===== config.mk =====
export PLATFORM = sky130hd
export DESIGN_NAME = truth_table_sweeper
export DESIGN_NICKNAME = d
export VERILOG_FILES = /design/src/rtl/tt_pkg.sv /design/src/rtl/tt_classify.sv /design/src/rtl/truth_table_sweeper.sv
export SDC_FILE = /design/constraint.sdc
export NUM_CORES = 1
export LEC_CHECK = 0
export CAP_MARGIN = 30
export CORE_MARGIN = 4
export CORE_UTILIZATION = 54
export DETAILED_ROUTE_END_ITERATION = 8
export DONT_BUFFER_PORTS = 1
export GPL_ROUTABILITY_DRIVEN = 0
export GPL_TIMING_DRIVEN = 0
export PLACE_DENSITY = 0.73
export SETUP_SLACK_MARGIN = 0.2
export SLEW_MARGIN = 30
export SYNTH_ARGS = -nofsm -noshare
export SYNTH_HDL_FRONTEND = slang
export SYNTH_SLANG_ARGS = --single-unit

===== constraint.sdc =====
create_clock -name clk -period 2.8 [get_ports clk]
set_input_delay 0.14 -clock clk [delete_from_list [all_inputs] [get_ports clk]]
set_output_delay 0.14 -clock clk [all_outputs]
set_load 0.02 [all_outputs]

===== src/rtl/tt_pkg.sv =====
`default_nettype none
// ============================================================================
// Module      : tt_pkg
// Description : Shared types and constants for the truth-table sweeper:
//               sweep state encoding, table-width helper, settle counter width.
// Revision    : 1.0 - initial release
// ============================================================================
package tt_pkg;

    // Sweep controller states.
    typedef enum logic [1:0] {
        ST_IDLE    = 2'd0,
        ST_WAIT    = 2'd1,
        ST_CAPTURE = 2'd2,
        ST_DONE    = 2'd3
    } state_t;

    // Settle counter width; covers SETTLE values 0..15.
    localparam int c_CNT_W = 4;

    // Number of truth-table entries for an n_in-input function.
    function automatic int tt_width(input int n_in);
        return 1 << n_in;
    endfunction

endpackage
`default_nettype wire


===== src/rtl/tt_classify.sv =====
`default_nettype none
// ============================================================================
// Module      : tt_classify
// Description : Combinational post-processing of a captured truth table:
//               maxterm count and constant-0 / constant-1 flags. Outputs are
//               forced to zero unless the sweep has completed.
// Revision    : 1.0 - initial release
// ============================================================================
module tt_classify
    import tt_pkg::*;
#(
    parameter int N_IN = 2
) (
    input  logic                        done_state_i,
    input  logic [tt_width(N_IN)-1:0]   tt_vec_i,
    input  logic [N_IN:0]               ones_cnt_i,
    output logic [N_IN:0]               zeros_cnt_o,
    output logic                        is_const0_o,
    output logic                        is_const1_o
);

    localparam logic [N_IN:0] c_TT_CNT = (N_IN + 1)'(tt_width(N_IN));

    // Results only exist once a full table has been captured.
    always_comb begin
        zeros_cnt_o = '0;
        is_const0_o = 1'b0;
        is_const1_o = 1'b0;
        if (done_state_i) begin
            zeros_cnt_o = c_TT_CNT - ones_cnt_i;
            is_const0_o = ~|tt_vec_i;
            is_const1_o = &tt_vec_i;
        end
    end

endmodule
`default_nettype wire


===== src/rtl/truth_table_sweeper.sv =====
`default_nettype none
// ============================================================================
// Module      : truth_table_sweeper
// Description : Drives every input combination of an N_IN-input boolean
//               function in ascending order, samples its output after SETTLE
//               idle cycles, and assembles the truth table plus minterm /
//               maxterm counts and constant flags.
// Revision    : 1.0 - initial release
// ============================================================================
module truth_table_sweeper
    import tt_pkg::*;
#(
    parameter int N_IN   = 2,
    parameter int SETTLE = 1
) (
    input  logic                        clk,
    input  logic                        reset,
    input  logic                        start,
    input  logic                        abort,
    output logic [N_IN-1:0]             drive,
    input  logic                        sample,
    output logic                        busy,
    output logic                        done,
    output logic [tt_width(N_IN)-1:0]   tt_vec,
    output logic [N_IN:0]               ones_cnt,
    output logic [N_IN:0]               zeros_cnt,
    output logic                        is_const0,
    output logic                        is_const1
);

    localparam int c_TT_W = tt_width(N_IN);

    // WAIT exits on the cycle the counter reads zero, so loading SETTLE-1
    // gives exactly SETTLE wait cycles. With SETTLE = 0 the WAIT state is
    // skipped entirely and each combination is a single CAPTURE cycle.
    localparam logic [c_CNT_W-1:0] c_RELOAD =
        c_CNT_W'((SETTLE == 0) ? 0 : SETTLE - 1);
    localparam state_t c_ENTRY = (SETTLE == 0) ? ST_CAPTURE : ST_WAIT;

    state_t                 state_q, state_d;
    logic [N_IN-1:0]        idx_q,   idx_d;
    logic [c_CNT_W-1:0]     cnt_q,   cnt_d;
    logic [c_TT_W-1:0]      tt_q,    tt_d;
    logic [N_IN:0]          ones_q,  ones_d;
    logic                   done_q,  done_d;

    // State and datapath registers; reset clears every visible result.
    always_ff @(posedge clk or posedge reset) begin
        if (reset) begin
            state_q <= ST_IDLE;
            idx_q   <= '0;
            cnt_q   <= '0;
            tt_q    <= '0;
            ones_q  <= '0;
            done_q  <= 1'b0;
        end else begin
            state_q <= state_d;
            idx_q   <= idx_d;
            cnt_q   <= cnt_d;
            tt_q    <= tt_d;
            ones_q  <= ones_d;
            done_q  <= done_d;
        end
    end

    // Sweep sequencing: settle, capture, advance; abort wins over capture.
    always_comb begin
        state_d = state_q;
        idx_d   = idx_q;
        cnt_d   = cnt_q;
        tt_d    = tt_q;
        ones_d  = ones_q;
        done_d  = 1'b0;
        case (state_q)
            ST_IDLE, ST_DONE: begin
                if (start) begin
                    state_d = c_ENTRY;
                    idx_d   = '0;
                    cnt_d   = c_RELOAD;
                    tt_d    = '0;
                    ones_d  = '0;
                end
            end
            ST_WAIT: begin
                if (abort) begin
                    state_d = ST_IDLE;
                    ones_d  = '0;
                end else if (cnt_q == '0) begin
                    state_d = ST_CAPTURE;
                end else begin
                    cnt_d = cnt_q - c_CNT_W'(1);
                end
            end
            ST_CAPTURE: begin
                if (abort) begin
                    state_d = ST_IDLE;
                    ones_d  = '0;
                end else begin
                    tt_d[idx_q] = sample;
                    ones_d      = ones_q + (N_IN + 1)'(sample);
                    // Termination is tested before the increment so idx never wraps.
                    if (&idx_q) begin
                        state_d = ST_DONE;
                        done_d  = 1'b1;
                    end else begin
                        idx_d   = idx_q + N_IN'(1);
                        cnt_d   = c_RELOAD;
                        state_d = c_ENTRY;
                    end
                end
            end
            default: begin
                state_d = ST_IDLE;
            end
        endcase
    end

    assign drive    = idx_q;
    assign busy     = (state_q == ST_WAIT) || (state_q == ST_CAPTURE);
    assign done     = done_q;
    assign tt_vec   = tt_q;
    assign ones_cnt = ones_q;

    tt_classify #(
        .N_IN (N_IN)
    ) u_classify (
        .done_state_i (state_q == ST_DONE),
        .tt_vec_i     (tt_q),
        .ones_cnt_i   (ones_q),
        .zeros_cnt_o  (zeros_cnt),
        .is_const0_o  (is_const0),
        .is_const1_o  (is_const1)
    );

endmodule
`default_nettype wire


Word-level counts from Yosys, hierarchy flattened
Cells that the tools add are included.
Operators by class
  add/subtract/negate cells: 4
  $lt $le $gt $ge: 2
  eq/ne operators: 10
  muxes and demuxes: 31
  reductions and logical operators: 15
Operators with widths (number)
  two-way mux 4 bit: 6
  two-way mux 2 bit: 8
  two-way mux 3 bit: 4
  != test 2 bit (second input constant): 6
  case mux 4 bit (3 select lines): 1
  case mux 3 bit (3 select lines): 1
  case mux 4 bit (2 select lines): 1
  AND reduction 4 bit: 2
  two-way mux 1 bit: 6
  case mux 2 bit (3 select lines): 1
  AND reduction 2 bit: 3
  AND reduction 5 bit: 1
  bitwise mux 4 bit: 1
  equality test 2 bit (second input constant): 2
  logical NOT 4 bit: 1
  case mux 2 bit (2 select lines): 1
  OR reduction 4 bit: 1
  subtractor 4 x 1 -> 4 bit (second input constant): 1
  adder 3 x 1 -> 3 bit: 1
  less-than comparator 2 x 3 -> 1 bit (second input constant): 1
  != test 3 bit (second input constant): 1
  AND reduction 3 bit: 1
  subtractor 3 bit (first input constant): 1
  adder 2 x 1 -> 2 bit (second input constant): 1
  9 further kinds: 9
Storage, ports and cells
  bits in registers: 16
  input port bits: 5

Longest topological paths before layout
Gate-level depths: netlist of run 1.
  depth in word-level cells: 7
  gate-level depth with buffers: 7
  mapped depth without buffers: 6

By module
Synthesis of run 1 repeated with hierarchy kept, for this count alone.
Second synthesis, totals
  cells, all modules: 118
  area total of the unflattened synthesis: 1102.3 um^2
Modules (own cells, without submodules)
  truth_table_sweeper: instances 1, cells each 106, area an instance 1029.7 um^2, seq. area each 400.4 um^2
  tt_classify: instances 1, cells each 12, area an instance 72.6 um^2, seq. area each 0.0 um^2

Worst setup path after synthesis of run 1
No wires, ideal clock.
  path type: register to register
  start: register state_q[0]
  end: register tt_q[2], in the netlist tt_vec[2]
  setup time: 122 ps
  arrival time: 1483 ps
  data required time: 2678 ps
  path slack: 1195 ps
  cell stages (with the launch flop): 8
  path buffers: 1
  clock period less this slack: 1605 ps
  path through: dfrtp_1 -> inv_1 -> ha_1 -> buf_6 -> nor2b_4 -> a211oi_2 -> o21ai_1 -> o2bb2ai_1
On the way
  cells in the longest elaborated chain, start to end: 4
Ends and longest elaborated chain
  start, declared: line truth_table_sweeper.sv:40  | state_t state_q, state_d;
  start signal, assigned: line truth_table_sweeper.sv:57  | state_q <= state_d;
  equality test 2 bit / logical NOT 2 bit (equally long branches): line truth_table_sweeper.sv:74  | case (state_q)
  OR reduction 2 bit: line truth_table_sweeper.sv:74
  != test 2 bit (no source line) / nonzero test 2 bit (equally long branches)
  AND reduction 3 bit (no source line)
  end signal, assigned: line truth_table_sweeper.sv:60  | tt_q <= tt_d;
  end, declared: line truth_table_sweeper.sv:43  | logic [c_TT_W-1:0] tt_q, tt_d;
Parallel ways exist; a longest one is shown, timed or not.
A chain may end at the register's enable or synchronous reset.

Final worst setup path of run 1
  start: register state_q[0]
  end: register tt_q[1], in the netlist tt_vec[1]
Same word-level chain as after synthesis.

==> results.json, run 1 <==
{
  "postSynthAreaPerCell_um2": 9.44,
  "overflow": 0,
  "min-delay-path-class": "input pin to flip-flop",
  "finalCritPeriodShare_pct": 65.8,
  "antenna_found_initial": 0,
  "synth.ff_latch_count": 16,
  "final_core_util_pct": 61.5,
  "hold_start": "sample",
  "final_cell_area_um2": 1220,
  "holdWs_ps": 6.98,
  "r2r_cells": 7,
  "firstDrtPassIters": 4,
  "cp.required_ps": 3020,
  "ctsHtreeMaxLevel": 1,
  "slowest_stage": "dfrtp_1",
  "clock_path_buffers": 2,
  "instances_no_fill": 153,
  "postPlaceCellArea_um2": 1180,
  "vias": 889,
  "hold_path_end": "tt_vec[0]$_DFFE_PP0P_",
  "cp-end-kind": "flip-flop",
  "crit_chain": "inv_1, ha_1, buf_6, nor2b_4, a211oi_2, nand2_1, mux2i_1",
  "postCtsSetupBuffers": 0,
  "crit_fanout": 9,
  "slew_viol_final": 0,
  "syn_inst": 121,
  "ioPinCount": 21,
  "path_class": "flip-flop to flip-flop",
  "grt_usage_pct": 18.6,
  "core-area_um2": 1980,
  "postRouteAntennaNets": 0,
  "reg2reg_from": "state_q[0]$_DFFE_PP0P_",
  "path_clk_slew_ps": 100,
  "ys_seq_area_share_pct": 35.0,
  "start_kind": "flip-flop",
  "io_buffers": 0,
  "power_density_nw_per_um2": 842,
  "leakagePower_nw": 0.552,
  "place_worst_setup_slack_ps": 998,
  "fin_skew_ps": 11.0,
  "worst_pin_slew_ps": 620,
  "fmax_ghz": 0.542,
  "ys_warn_count": 0,
  "power_mw": 1.03,
  "fin_ws_ps": 957,
  "rrSetupSlack_ps": 960,
  "critPathMaxStageDelay_ps": 460,
  "drcViolationCount": 0,
  "setup_viol": 0,
  "syn-num-nets": 140,
  "status": "finished clean",
  "maxSlewHeadroom_pct": 58.6,
  "die-area_um2": 2920,
  "drv_cap": 0,
  "antenna_cells": 0,
  "worstPathArrival_ps": 2060,
  "drive_gt1_share_pct": 11.9,
  "wl_um": 2370,
  "min_period_ps": 1840,
  "cts.sinks": 16,
  "grt_pass1_vias": 880,
  "hold_violations": 0,
  "vdd_drop_max_uv": 655,
  "dp_cells": 148,
  "wire_per_inst_um": 15.5,
  "die_w_um": 54.0,
  "holdPathStages": 2,
  "rsz0062_at_grt": "no",
  "std_cell_rows": 16,
  "tns_ps": 0,
  "synthDistinctLibCells": 39,
  "nets": 147,
  "drtIter0Drc": 32,
  "clk_latency_ps": 290,
  "cts_tree": "done",
  "grt_first_pass_wirelength_um": 3900,
  "area_growth_syn_to_layout_pct": 6.68,
  "reg2reg_to": "tt_vec[1]$_DFFE_PP0P_",
  "cts_buffers": 3,
  "start_util_pct": 57.6,
  "vias_per_cell": 5.81,
  "die_h_um": 54.0,
  "hpwlAfterDp_um": 1800,
  "grt_max_degree": 17,
  "synth_area_um2": 1140,
  "cts-root-buf": "clkbuf_4"
}
worst max-delay path, delay by kind of cell, from the launching register on:
family                   cells  cell delay (ps)
flip-flops                   1              460
AO/OA/AOI/OAI                1              320
adder cells (fa/ha/maj)      1              310
AND/OR/NAND/NOR              2              280
buffers and inverters        2              230
multiplexers                 1              180
cells in the final DEF, fill, tap and decap left out, types with 2 or more instances in the layout:
cell and n:
o21ai_0 3, a22o_1 2, clkbuf_4 3, mux2i_1 3, inv_1 12, nand2_1 13, nand3_1 3, dfrtp_1 16
ha_1 14, nand2b_1 2, buf_6 2, and2_1 4, nor4_1 3, o2bb2ai_1 2, a211oi_1 2, o21ai_1 9
nor2_1 4, dlygate4sd3_1 2, o211ai_1 2, a21oi_1 4
Yosys cell counts (all sizes together):
cell type  instances  area [um2]
nand2             13        48.8
nand3b             1        7.51
a2111o             1        11.3
o2bb2ai            2        17.5
mux2i              3        30.0
nor3               1        5.00
nand2b             3        26.3
and2               4        25.0
a41oi              1        8.76
xor2               1        8.76
nor2               4        15.0
nor4               4        31.3
o31a               1        8.76
o22ai              1        6.26
a22oi              1        12.5
dfrtp             16         400
or4                1        7.51
buf                3        27.5
nor2b              3        28.8
a211oi             3        27.5
o21ai             12        60.1
nor3b              2        20.0
a21oi              4        20.0
a22o               2        17.5
o211ai             2        15.0
nand3              4        25.0
a31oi              1        6.26
inv               13        48.8
ha                14         175
worst max-delay path by stage:
stage | from | to | slack (ps) | depth (start not counted)
floorplan | state_q[0]$_DFFE_PP0P_ | tt_vec[2]$_DFFE_PP0P_ | 1200 | 7
global route | state_q[0]$_DFFE_PP0P_ | tt_vec[1]$_DFFE_PP0P_ | 860 | 7
detailed placement | state_q[0]$_DFFE_PP0P_ | tt_vec[1]$_DFFE_PP0P_ | 1000 | 7
CTS | state_q[0]$_DFFE_PP0P_ | tt_vec[1]$_DFFE_PP0P_ | 980 | 7
finish | state_q[0]$_DFFE_PP0P_ | tt_vec[1]$_DFFE_PP0P_ | 960 | 7
global placement | state_q[0]$_DFFE_PP0P_ | tt_vec[0]$_DFFE_PP0P_ | 1060 | 7
area by class of cell:
cell class,instances,area [um2]
fillers,180,763
multi-input cells,89,666
flip-flops and latches,16,400
inverters,13,48.8
well taps,27,33.8
plain buffers,3,27.5
clock buffers,3,22.5
repair buffers,2,20.0
logic make-up (layout without fill, tap and decap cells):
logic type	count (synthesis)	count (layout)	synth area share, %
simple gates	40	40	21.0
compound gates	31	31	18.5
flops	16	16	35.0
buf+inv	16	21	6.68
fa+ha+maj	14	14	15.3
mux	3	3	2.63
xor+xnor	1	1	0.767
per-layer routing:
metal | GRT usage, % | up-vias | part of all wire [%] | wire length, um
met2 | 32.5 | 38 | 46 | 1100
met1 | 22.7 | 409 | 45 | 1060
met4 | 6.22 | 0 | 1.4 | 34
li1 | - | 437 | - | -
met5 | 0 | - | 0 | 0
met3 | 3.88 | 5 | 7.6 | 181
flip-flops by register name (all words and copies together) (netlist names):
name,count
cnt_q,4
drive,2
tt_vec,4
done,1
state_q,2
ones_cnt,3
power breakdown:
part / switching (mW) / total (mW) / internal [mW]
logic: 0.330 / 0.550 / 0.220
registers: 0.0830 / 0.351 / 0.268
clock network: 0.0749 / 0.125 / 0.0501
timing repair:
action / 4_1_cts / 5_1_grt
endpoints found under the hold margin: 16 / 1
resized for setup: 0 / 0
hold buffers: 1 / 1
Note: power is estimated with default switching activity, not from simulation.
==> inputs of run 2 (changes only) <==
Settings changed: ABC_AREA set to 1.
Clock period 2.8 ns to 1.93 ns, I/O delays scaled along.
==> results.json, run 2 <==
{
  "synth_area_leaders": "dfrtp_1 36%, ha_1 16%, nand2_1 13%",
  "fin_ws_ps": 291,
  "status": "finished clean",
  "grt_max_degree": 17,
  "vias": 953,
  "dp_cells": 175,
  "hpwlAfterDp_um": 1590,
  "cts_buffers": 3,
  "setup_viol": 0,
  "ctsHtreeMaxLevel": 1,
  "overflow": 0,
  "area_growth_syn_to_layout_pct": 11.1,
  "antenna_found_initial": 0,
  "slowest_stage": "nor3_1",
  "syn-num-nets": 167,
  "core-area_um2": 1960,
  "instances_no_fill": 183,
  "firstDrtPassIters": 4,
  "fmax_ghz": 0.610,
  "synthDistinctLibCells": 19,
  "synth.ff_latch_count": 16,
  "die_h_um": 53.4,
  "yosys_most_used_dff": "dfrtp_1",
  "postRouteAntennaNets": 0,
  "postSynthAreaPerCell_um2": 7.52,
  "hold_violations": 0,
  "crit_fanout": 5,
  "crit_chain": "ha_1, nand2_1, nor3_1",
  "synth_edf_count": 0,
  "worstPathArrival_ps": 1540,
  "drtIter0Drc": 20,
  "cp.required_ps": 1830,
  "drv_cap": 0,
  "final_cell_area_um2": 1240,
  "leakagePower_nw": 0.667,
  "synth.top_cell.area_share_pct": 36.0,
  "io_buffers": 0,
  "vias_per_cell": 5.21,
  "start_util_pct": 56.7,
  "synth_area_um2": 1110,
  "syn_inst": 148,
  "nets": 177,
  "maxSlewHeadroom_pct": 57.5,
  "slew_viol_final": 0,
  "drive_gt1_share_pct": 10.3,
  "cts_tree": "done",
  "vdd_drop_max_uv": 680,
  "grt_pass1_vias": 898,
  "nFillCells": 195,
  "die-area_um2": 2850,
  "critPathMaxStageDelay_ps": 490,
  "fin_skew_ps": 1.72,
  "worst_pin_slew_ps": 633,
  "final_common_cell": "nand2_1",
  "wl_um": 2120,
  "grt_first_pass_wirelength_um": 3660,
  "clk_latency_ps": 290,
  "synth_common_cells": "39 x nand2_1, 25 x inv_1, 16 x dfrtp_1",
  "min-delay-path-class": "input pin to flip-flop",
  "cp-end-kind": "primary output",
  "drcViolationCount": 0,
  "power_density_nw_per_um2": 1300,
  "synth_most_common_cell": "nand2_1",
  "ys_seq_area_share_pct": 36.0,
  "rsz0062_at_grt": "no",
  "place_worst_setup_slack_ps": 248,
  "clock_path_buffers": 2,
  "async_flop_share_pct": 100,
  "ys_warn_count": 0,
  "std_cell_rows": 16,
  "min_period_ps": 1640,
  "antenna_cells": 0,
  "final_cell_mix": "39 x nand2_1, 25 x inv_1, 16 x dfrtp_1",
  "tns_ps": 0,
  "ioPinCount": 21,
  "path_clk_slew_ps": 80,
  "die_w_um": 53.4,
  "finalCritPeriodShare_pct": 84.9,
  "cts-root-buf": "clkbuf_4",
  "netlist.top_cell.by_area": "dfrtp_1",
  "path_class": "flip-flop to primary output",
  "cts.sinks": 16,
  "wire_per_inst_um": 11.6,
  "postPlaceCellArea_um2": 1150,
  "grt_usage_pct": 17.7,
  "start_kind": "flip-flop"
}
## run 2: cell count changes in the layout (fill, tap and decap cells not counted), sizes merged, moves of 4 or more
cell	previous run	this run
and2	4	0
or2	0	5
nor4	4	0
nor2	4	10
nand2	13	40
inv	13	25
nand3	4	15
## run 2: report_power, final
part | internal, mW | leakage (nW) | switching, mW
combinational | 0.329 | 0.440 | 0.563
sequential | 0.418 | 0.214 | 0.119
clock | 0.0727 | 0.0138 | 0.103
## run 2: critical path, delay by kind of cell (launching register included)
family / cells / cell delay, ps
fa+ha+maj: 1 / 270
flops: 1 / 420
simple gates: 2 / 560
## run 2: logic make-up after synthesis
| logic type | synth area share [%] |
|---|---|
| flops | 36.0 |
| xor+xnor | 0.788 |
| buf+inv | 9.45 |
| fa+ha+maj | 15.7 |
| simple gates | 30.1 |
| compound gates | 7.87 |
## run 2: final timing paths
path / from / to / slack (ps) / depth (start not counted)
worst max-delay path: state_q[1]$_DFFE_PP0P_ / is_const0 / 290 / 3
worst min-delay path: abort / ones_cnt[2]$_DFFE_PP0P_ / 20 / 3
worst max register to register: state_q[0]$_DFFE_PP0P_ / drive[1]$_DFFE_PP0P_ / 330 / 8
worst min register to register: cnt_q[3]$_DFFE_PP0P_ / cnt_q[3]$_DFFE_PP0P_ / 490 / 2
max in group asynchronous: reset / state_q[0]$_DFFE_PP0P_ / 1210 / 2
min in group asynchronous: reset / done$_DFF_PP0_ / 320 / 2
## run 2: cell type report
cell class              instances  area, um2  share of cell area [%]
plain buffers                   1       11.3                   0.911
clock buffers                   3       22.5                    1.82
inverters                      25       93.8                    7.59
multi-input cells             106        629                    50.9
flip-flops and latches         16        400                    32.4
well taps                      27       33.8                    2.73
repair buffers                  5       45.0                    3.64
## run 2: what timing repair did
action | CTS | global route
gates resized for setup | 1 | 3
hold buffers | 3 | 0
hold endpoints to repair | 22 | 0
setup buffers | 0 | 2
setup endpoints to repair | 1 | 11
## run 2: stage by stage
step           hold slack, ps  total power, mW  util [%]
3_5_place_dp             91.3             1.36      58.4
4_1_cts                  21.8             1.55      61.4
3_3_place_gp             83.5             1.33      58.4
5_1_grt                  63.5             1.79      63.0
2_1_floorplan            10.2             1.21         -
6_report                 23.0             1.60      63.0
## run 2: layer usage
metal	global-route usage [%]	wire length, um	vias to the layer above
met4	7.66	30	0
met1	20.1	934	432
li1	-	-	485
met2	30.4	1000	31
met5	0	0	-
met3	4.79	146	5
==> inputs of run 3 (changes only) <==
Settings changed: ABC_AREA 1 to 0, PLACE_DENSITY 0.73 to 0.76.
Clock period 1.93 ns to 1.5 ns, I/O delays scaled along.
==> results.json, run 3 (synthesis results as in run 1) <==
{
  "die-area_um2": 2920,
  "setup_viol": 15,
  "rrSetupSlack_ps": -130,
  "crit_fanout": 6,
  "area_growth_syn_to_layout_pct": 41.3,
  "core-area_um2": 1980,
  "min-delay-path-class": "input pin to flip-flop",
  "antenna_cells": 0,
  "finalCritPeriodShare_pct": 109,
  "grt_usage_pct": 20.7,
  "std_cell_rows": 16,
  "final_core_util_pct": 81.4,
  "grt_max_degree": 17,
  "postCtsHoldBufs": 2,
  "cp.required_ps": 1690,
  "drive_gt1_share_pct": 48.3,
  "clk_latency_ps": 300,
  "firstDrtPassIters": 4,
  "cts.sinks": 16,
  "vias_per_cell": 5.82,
  "cts_buffers": 3,
  "min_period_ps": 1630,
  "maxUsedRoutingLayer": "met4",
  "start_kind": "flip-flop",
  "regArea_um2": 408,
  "ctsHtreeMaxLevel": 1,
  "place_worst_setup_slack_ps": -179,
  "leakagePower_nw": 0.707,
  "power_mw": 2.80,
  "ioPinCount": 21,
  "slew_viol_final": 0,
  "drv_cap": 0,
  "final_common_cell": "buf_4",
  "cp-end-kind": "flip-flop",
  "drcViolationCount": 0,
  "worst_pin_slew_ps": 650,
  "postRouteAntennaNets": 0,
  "tns_ps": -979,
  "met2WireLength_um": 1640,
  "clock_path_buffers": 2,
  "drtIter0Drc": 21,
  "cts_tree": "done",
  "cts-root-buf": "clkbuf_4",
  "m1WireLength_um": 1260,
  "final_cell_mix": "17 x buf_4, 10 x nand2_1, 10 x dfrtp_1",
  "fmax_ghz": 0.612,
  "status": "finished with violations",
  "fin_skew_ps": 1.89,
  "die_w_um": 54.0,
  "wl_met3_um": 197,
  "fin_ws_ps": -135,
  "nets": 169,
  "vias": 1025,
  "hold_violations": 2,
  "grt_pass1_vias": 994,
  "antenna_found_initial": 0,
  "path_class": "flip-flop to flip-flop",
  "die_h_um": 54.0,
  "multi_input_area_um2": 857,
  "grt_first_pass_wirelength_um": 4310,
  "overflow": 0,
  "wire_per_inst_um": 17.8,
  "io_buffers": 0,
  "nFillCells": 105,
  "maxSlewHeadroom_pct": 56.6,
  "wl_um": 3140,
  "violations": "negative hold slack, negative setup slack",
  "holdWs_ps": -36.3,
  "hpwlAfterDp_um": 1660,
  "path_clk_slew_ps": 100,
  "start_util_pct": 57.6,
  "power_density_nw_per_um2": 1730,
  "rsz0062_at_grt": "yes",
  "vdd_drop_max_uv": 1640,
  "worstPathArrival_ps": 1830
}
==> run 3: cell types whose count changed in the layout (fill, tap and decap cells not counted), sizes merged, moves of 4 or more <==
cell / previous run / this run
and2: 0 / 4
inv: 25 / 13
nor4: 0 / 4
nand2: 40 / 13
buf: 3 / 25
or2: 5 / 0
nor2: 10 / 4
nand3: 15 / 4
==> run 3: cell type report <==
| class | count | share of cell area, % |
|---|---|---|
| Tap cell | 27 | 2.09 |
| Timing Repair Buffer | 24 | 12.6 |
| Clock buffer | 4 | 1.63 |
| Sequential cell | 16 | 25.3 |
| Buffer | 3 | 1.94 |
| Multi-Input combinational cell | 89 | 53.1 |
| Inverter | 13 | 3.33 |
==> run 3: worst paths after layout <==
kind	to	cells past startpoint	from
worst min-delay path	ones_cnt[2]$_DFFE_PP0P_	3	start
worst max register to register	ones_cnt[2]$_DFFE_PP0P_	7	state_q[1]$_DFFE_PP0P_
min in group asynchronous	cnt_q[3]$_DFFE_PP0P_	2	reset
max in group asynchronous	drive[1]$_DFFE_PP0P_	2	reset
worst min register to register	cnt_q[0]$_DFFE_PP0P_	1	cnt_q[0]$_DFFE_PP0P_
worst max-delay path	ones_cnt[2]$_DFFE_PP0P_	7	state_q[1]$_DFFE_PP0P_
==> run 3: routing by layer <==
metal / up-vias / GRT usage (%)
met4: 0 / 7.05
met2: 38 / 37.1
met5: - / 0
met1: 500 / 24.3
met3: 5 / 4.16
li1: 482 / -
==> run 3: what timing repair did <==
action,4_1_cts,5_1_grt
buffers inserted,13,9
pin swaps,12,8
resized for setup,30,14
endpoints found under the hold margin,23,1
setup endpoints to repair,21,22
==> run 3: critical path: stages, from the launching register on <==
cell and delay (ps):
dfrtp_2 470, ha_4 280, buf_6 110, nor2b_4 210, buf_4 160, nor4_2 40
a21oi_1 170, o21ai_1 90
==> run 3: metrics by stage <==
step	std cells	cell area [um2]
6_report	176	1610
5_1_grt	176	1610
4_1_cts	167	1490
3_5_place_dp	148	1250
3_3_place_gp	148	1250
2_1_floorplan	121	1220
==> run 3: report_power, final <==
| group | leakage, nW | switching [mW] | internal, mW |
|---|---|---|---|
| Sequential | 0.209 | 0.157 | 0.509 |
| Clock | 0.0150 | 0.156 | 0.104 |
| Combinational | 0.483 | 0.966 | 0.907 |
